==> src/rtl/fft_stage_sequencer.sv <==
// Radix-2 DIT FFT control sequencer: walks stages/butterflies, issues operand and
// twiddle addresses over valid/ready, drains in-flight work per stage, tracks rescale.
module fft_stage_sequencer #(
  parameter int unsigned LOG2_N_MAX = 12
) (
  input  logic                  clk_i,
  input  logic                  reset_n_i,
  input  logic                  fft_start_i,
  input  logic                  abort_i,
  input  logic [3:0]            log2_n_i,
  input  logic                  rescale_en_i,
  input  logic                  overflow_i,
  input  logic                  bfly_ready_i,
  input  logic                  bfly_done_i,
  output logic                  bfly_valid_o,
  output logic [LOG2_N_MAX-1:0] addr_a_o,
  output logic [LOG2_N_MAX-1:0] addr_b_o,
  output logic [15:0]           twiddle_addr_o,
  output logic [3:0]            stage_o,
  output logic                  rescale_stage_o,
  output logic                  scale_factor_increment_o,
  output logic                  busy_o,
  output logic                  fft_done_o,
  output logic                  cfg_err_o,
  output logic                  protocol_err_o
);

  localparam int unsigned  W     = LOG2_N_MAX;
  localparam logic [W-1:0] ONE   = W'(1);
  localparam logic [3:0]   L_MAX = 4'(LOG2_N_MAX);

  typedef enum logic [2:0] {IDLE, ISSUE, DRAIN, STAGE_END, DONE} state_t;

  state_t       state_q, state_n;
  logic [3:0]   l_q, l_n, s_q, s_n;
  logic [W-1:0] k_q, k_n, inflight_q, inflight_n;
  logic         sticky_q, sticky_n;
  logic         rescale_n, sfi_n, cfg_err_n, proto_n;
  logic         issue, last_k;
  logic [W-1:0] half, j, g, addr_a_n, addr_b_n;
  logic [15:0]  tw_n;

  always_comb begin
    issue  = bfly_valid_o && bfly_ready_i;
    last_k = (k_q == ((ONE << (l_q - 4'd1)) - ONE));
  end

  always_comb begin
    state_n    = state_q;
    l_n        = l_q;
    s_n        = s_q;
    k_n        = k_q;
    inflight_n = inflight_q;
    sticky_n   = sticky_q;
    rescale_n  = rescale_stage_o;
    sfi_n      = 1'b0;
    cfg_err_n  = 1'b0;
    proto_n    = protocol_err_o;

    case (state_q)
      IDLE: begin
        if (fft_start_i) begin
          if (log2_n_i != 4'd0 && log2_n_i <= L_MAX) begin
            l_n       = log2_n_i;
            s_n       = '0;
            k_n       = '0;
            sticky_n  = 1'b0;
            rescale_n = 1'b0;
            proto_n   = 1'b0;
            state_n   = ISSUE;
          end else begin
            cfg_err_n = 1'b1;
          end
        end
      end
      ISSUE: begin
        sticky_n = sticky_q | overflow_i;
        if (issue) begin
          if (last_k) state_n = DRAIN;
          else        k_n     = k_q + ONE;
        end
      end
      DRAIN: begin
        sticky_n = sticky_q | overflow_i;
        if (inflight_q == '0) begin
          state_n   = STAGE_END;
          sfi_n     = rescale_en_i && (sticky_q || overflow_i);
          rescale_n = sfi_n;
          sticky_n  = 1'b0;
        end
      end
      STAGE_END: begin
        if (s_q == l_q - 4'd1) begin
          state_n = DONE;
        end else begin
          s_n     = s_q + 4'd1;
          k_n     = '0;
          state_n = ISSUE;
        end
      end
      DONE: begin
        state_n = IDLE;
        s_n     = '0;
        k_n     = '0;
      end
      default: state_n = IDLE;
    endcase

    if (issue && !bfly_done_i) begin
      inflight_n = inflight_q + ONE;
    end else if (!issue && bfly_done_i) begin
      if (inflight_q == '0) proto_n    = 1'b1;
      else                  inflight_n = inflight_q - ONE;
    end

    if (abort_i && state_q != IDLE) begin
      state_n    = IDLE;
      s_n        = '0;
      k_n        = '0;
      inflight_n = '0;
      sticky_n   = 1'b0;
      rescale_n  = 1'b0;
      sfi_n      = 1'b0;
    end
  end

  // Addresses come from the next-cycle counters so the output flops present
  // the butterfly that will be offered in the coming cycle.
  always_comb begin
    half     = ONE << s_n;
    j        = k_n & (half - ONE);
    g        = k_n >> s_n;
    addr_a_n = (g << (s_n + 4'd1)) | j;
    addr_b_n = addr_a_n + half;
    tw_n     = 16'(j) << (l_n - 4'd1 - s_n);
  end

  always_ff @(posedge clk_i or negedge reset_n_i) begin
    if (!reset_n_i) begin
      state_q                  <= IDLE;
      l_q                      <= '0;
      s_q                      <= '0;
      k_q                      <= '0;
      inflight_q               <= '0;
      sticky_q                 <= 1'b0;
      bfly_valid_o             <= 1'b0;
      addr_a_o                 <= '0;
      addr_b_o                 <= '0;
      twiddle_addr_o           <= '0;
      stage_o                  <= '0;
      rescale_stage_o          <= 1'b0;
      scale_factor_increment_o <= 1'b0;
      busy_o                   <= 1'b0;
      fft_done_o               <= 1'b0;
      cfg_err_o                <= 1'b0;
      protocol_err_o           <= 1'b0;
    end else begin
      state_q                  <= state_n;
      l_q                      <= l_n;
      s_q                      <= s_n;
      k_q                      <= k_n;
      inflight_q               <= inflight_n;
      sticky_q                 <= sticky_n;
      bfly_valid_o             <= (state_n == ISSUE);
      addr_a_o                 <= addr_a_n;
      addr_b_o                 <= addr_b_n;
      twiddle_addr_o           <= tw_n;
      stage_o                  <= s_n;
      rescale_stage_o          <= rescale_n;
      scale_factor_increment_o <= sfi_n;
      busy_o                   <= (state_n != IDLE);
      fft_done_o               <= (state_n == DONE);
      cfg_err_o                <= cfg_err_n;
      protocol_err_o           <= proto_n;
    end
  end

endmodule

==> config.mk <==
export PLATFORM = sky130hd
export DESIGN_NAME = fft_stage_sequencer
export DESIGN_NICKNAME = d
export VERILOG_FILES = /design/src/rtl/fft_stage_sequencer.sv
export SDC_FILE = /design/constraint.sdc
export NUM_CORES = 1
export LEC_CHECK = 0
export ABC_AREA = 1
export CORE_ASPECT_RATIO = 1.2
export CORE_MARGIN = 2
export CORE_UTILIZATION = 50
export CTS_BUF_LIST = sky130_fd_sc_hd__clkbuf_2 sky130_fd_sc_hd__clkbuf_4 sky130_fd_sc_hd__clkbuf_8
export DETAILED_ROUTE_END_ITERATION = 12
export PLACE_DENSITY = 0.79
export SKIP_LAST_GASP = 1
export SLEW_MARGIN = 20
export SYNTH_ARGS = -nofsm -noshare
export SYNTH_HDL_FRONTEND = slang
export SYNTH_SLANG_ARGS = --single-unit
==> constraint.sdc <==
create_clock -name clk_i -period 5.6 [get_ports clk_i]
set_input_delay 1.68 -clock clk_i [delete_from_list [all_inputs] [get_ports clk_i]]
set_output_delay 1.68 -clock clk_i [all_outputs]
set_load 0.01 [all_outputs]
==> reports/qor.csv <==
metric,value,unit
root buf cell,clkbuf_8,
Post-Route WL,23.6,mm
Routability Congestion,0.950,
first-pass GRT wire length,37.6,mm
YS warnings,0,
CP max-delay cell,a32o_2,
clk buf depth,2,
total power,6.33,mW
Fin Clk Skew,14.6,ps
Post-Place Worst Slack,-744,ps
Worst-Skew Late Latency,400,ps
"commonest non-fill, non-tap cells in the layout","nand2_1 (259), buf_4 (196), nand3_1 (126), inv_1 (115), dfrtp_1 (83)",
clock slew at reported path FFs,100,ps
Avg WL per Cell,15.7,um
Yosys reg bits,83,
# hold bufs at CTS,0,
Final min period,5530,ps
power per cell area,613,nW/um^2
hold path depth,1,
Final TNS setup,0,ps
Final WS setup,74.1,ps
Yosys cell types,54,
RSZ-0062 raised after global routing,true,
final design area excluding fillers,10300,sq um
1st-pass router iterations,6,
Layout area overhead,40.0,%
Lkg Pwr,5.37,nW
antenna cells,0,
fill count,1132,
Max-cap violations,0,
FP Rows,48,
critical path peak fanout,4,
sequential cell area,2080,sq um
dpl cell area,9430,sq um
FF-to-FF End,addr_b_o[11],
Worst Max-Slew Pin Slew,665,ps
overall fraction of global-route tracks in use,0.303,
register area share after synthesis,0.282,
DR vias,8191,
die area,15700,sq um
initial antenna violation count,0,
DRC,0,
final core occ,0.717,
Setup CP Type,in2reg,
overflow left after global routing,0,
Initial Util,0.512,
FF-to-FF Start,l_q[0],
Core Area,14400,sq um
# setup viols final,0,
dpl hpwl,18.0,mm
hold wc startpoint,inflight_q[0],
area of the multi-input gates,5080,sq um
crit share post-route,0.987,
Avg Synthesized Cell Area,6.87,sq um
die height,137,um
Worst setup SP type,primary input,
vias in the first global route,7913,
cell count after synthesis,1074,
relative slew slack,0.557,
share of layout cells above drive strength 1,0.305,
Critical Path RT,5890,ps
# port buffers,62,
Peak VDD IR,0.450,mV
Layout Nets,1377,
largest net degree at the start of global routing,52,
Post-Syn Nets,1130,
Max stage delay on crit path,260,ps
Register-to-Register Setup Slack,100,ps
Min-Delay Path Class,reg2reg,
crit end category,register,
TritonCTS Sinks,83,
CTS tree,built,
fmax,0.181,GHz
Post-Syn Area,7380,sq um
status,"finished, final reports clean",
Hold Path Sink,inflight_q[0],
Max H-tree Level,3,
Die Span X,115,um
crit path DAT,5820,ps
R2R cell count,45,
vias per cell,5.46,
DRT antenna net count,0,
final hold vios,0,
drt initial violations,615,
"most common cell after layout, fill and taps aside",nand2_1,
CTS Buf Count,9,
I/O pins,63,
Final Max Tran Viols,0,
"Top cell by count, worst path",nand2_1,
## worst max-delay path, delay by kind of cell
family / cells / cell delay, ps
compound gates: 9 / 1290
fa+ha+maj: 3 / 540
xor+xnor: 2 / 360
simple gates: 15 / 1410
buf+inv: 7 / 500
## timing repair
action | CTS | global route
resized for setup | 43 | 90
setup buffers | 12 | 17
pin swaps | 27 | 52
endpoints found under the setup margin | 4 | 4
gates cloned | 1 | 0
## where the power goes
group          switching (mW)  internal [mW]  leakage [nW]  total (mW)
registers               0.124          0.812          1.09       0.936
clock network           0.255          0.169        0.0965       0.424
logic                    2.84           2.13          4.18        4.97
total                    3.22           3.11          5.37        6.33
## final cells by class
cell class | instances | share of cell area
multi-input combinational | 819 | 0.491
timing repair buffer | 267 | 0.216
sequential | 83 | 0.201
inverter | 141 | 0.0529
tap | 175 | 0.0212
clock buffer | 9 | 0.0120
clock inverter | 7 | 0.00581
## sequential cells by signal, summed over array words and instances (netlist names)
signal,flops
rescale_stage_o,1
twiddle_addr_o,16
protocol_err_o,1
busy_o,1
addr_b_o,12
k_q,12
s_q,4
state_q,3
addr_a_o,12
sticky_q,1
cfg_err_o,1
bfly_valid_o,1
l_q,4
fft_done_o,1
inflight_q,12
scale_factor_increment_o,1
## kinds of logic after synthesis
logic type / Yosys count / synth area share
xor+xnor: 34 / 0.0414
fa+ha+maj: 44 / 0.0777
flops: 83 / 0.282
simple gates: 617 / 0.399
compound gates: 124 / 0.103
buf+inv: 172 / 0.0974
## through the flow
stage	hold WS (ps)	instances
floorplan	462	1074
global placement	491	1456
detailed placement	492	1456
CTS	516	1485
global route	533	1501
finish	515	1501
## per-layer routing
metal	global-route usage	wire, um
met5	0	0
met1	0.361	9600
met4	0.177	1170
met3	0.0390	913
met2	0.520	11900
## how the worst max path moves through the flow
stage | slack (ps) | to | startpoint | cells after the start
after global placement | -640 | addr_b_o[11] | log2_n_i[0] | 36
final | 70 | addr_b_o[11] | log2_n_i[0] | 36
after global routing | -280 | addr_b_o[11] | l_q[0] | 47
after CTS | 10 | addr_b_o[11] | l_q[1] | 46
after detailed placement | -740 | addr_b_o[11] | log2_n_i[0] | 34
after floorplan | -230 | addr_b_o[11] | log2_n_i[0] | 36
## synthesized netlist by cell type, drive strengths merged
cell type / instances / share of area
dfrtp: 83 / 0.28
a21o: 2 / 0.0020
nor3: 15 / 0.016
xnor2: 6 / 0.0071
a32o: 3 / 0.0041
clkinv: 3 / 0.0019
o32ai: 1 / 0.0022
a21oi: 34 / 0.025
o22ai: 7 / 0.0059
ha: 41 / 0.070
nand4: 22 / 0.020
nand2: 297 / 0.16
o21ai: 55 / 0.039
a22o: 1 / 0.0012
buf: 22 / 0.020
o211ai: 8 / 0.0095
a31oi: 3 / 0.0025
o221ai: 2 / 0.0024
fa: 3 / 0.0081
o21bai: 1 / 0.0010
or2: 2 / 0.0017
nand3: 169 / 0.13
o311ai: 2 / 0.0024
nor4: 3 / 0.0025
o31ai: 4 / 0.0041
xor2: 28 / 0.034
clkbuf: 9 / 0.0046
nand3b: 3 / 0.0031
a211oi: 1 / 0.0017
inv: 138 / 0.071
nor2: 106 / 0.068
Note: power is estimated with default switching activity, not from simulation.
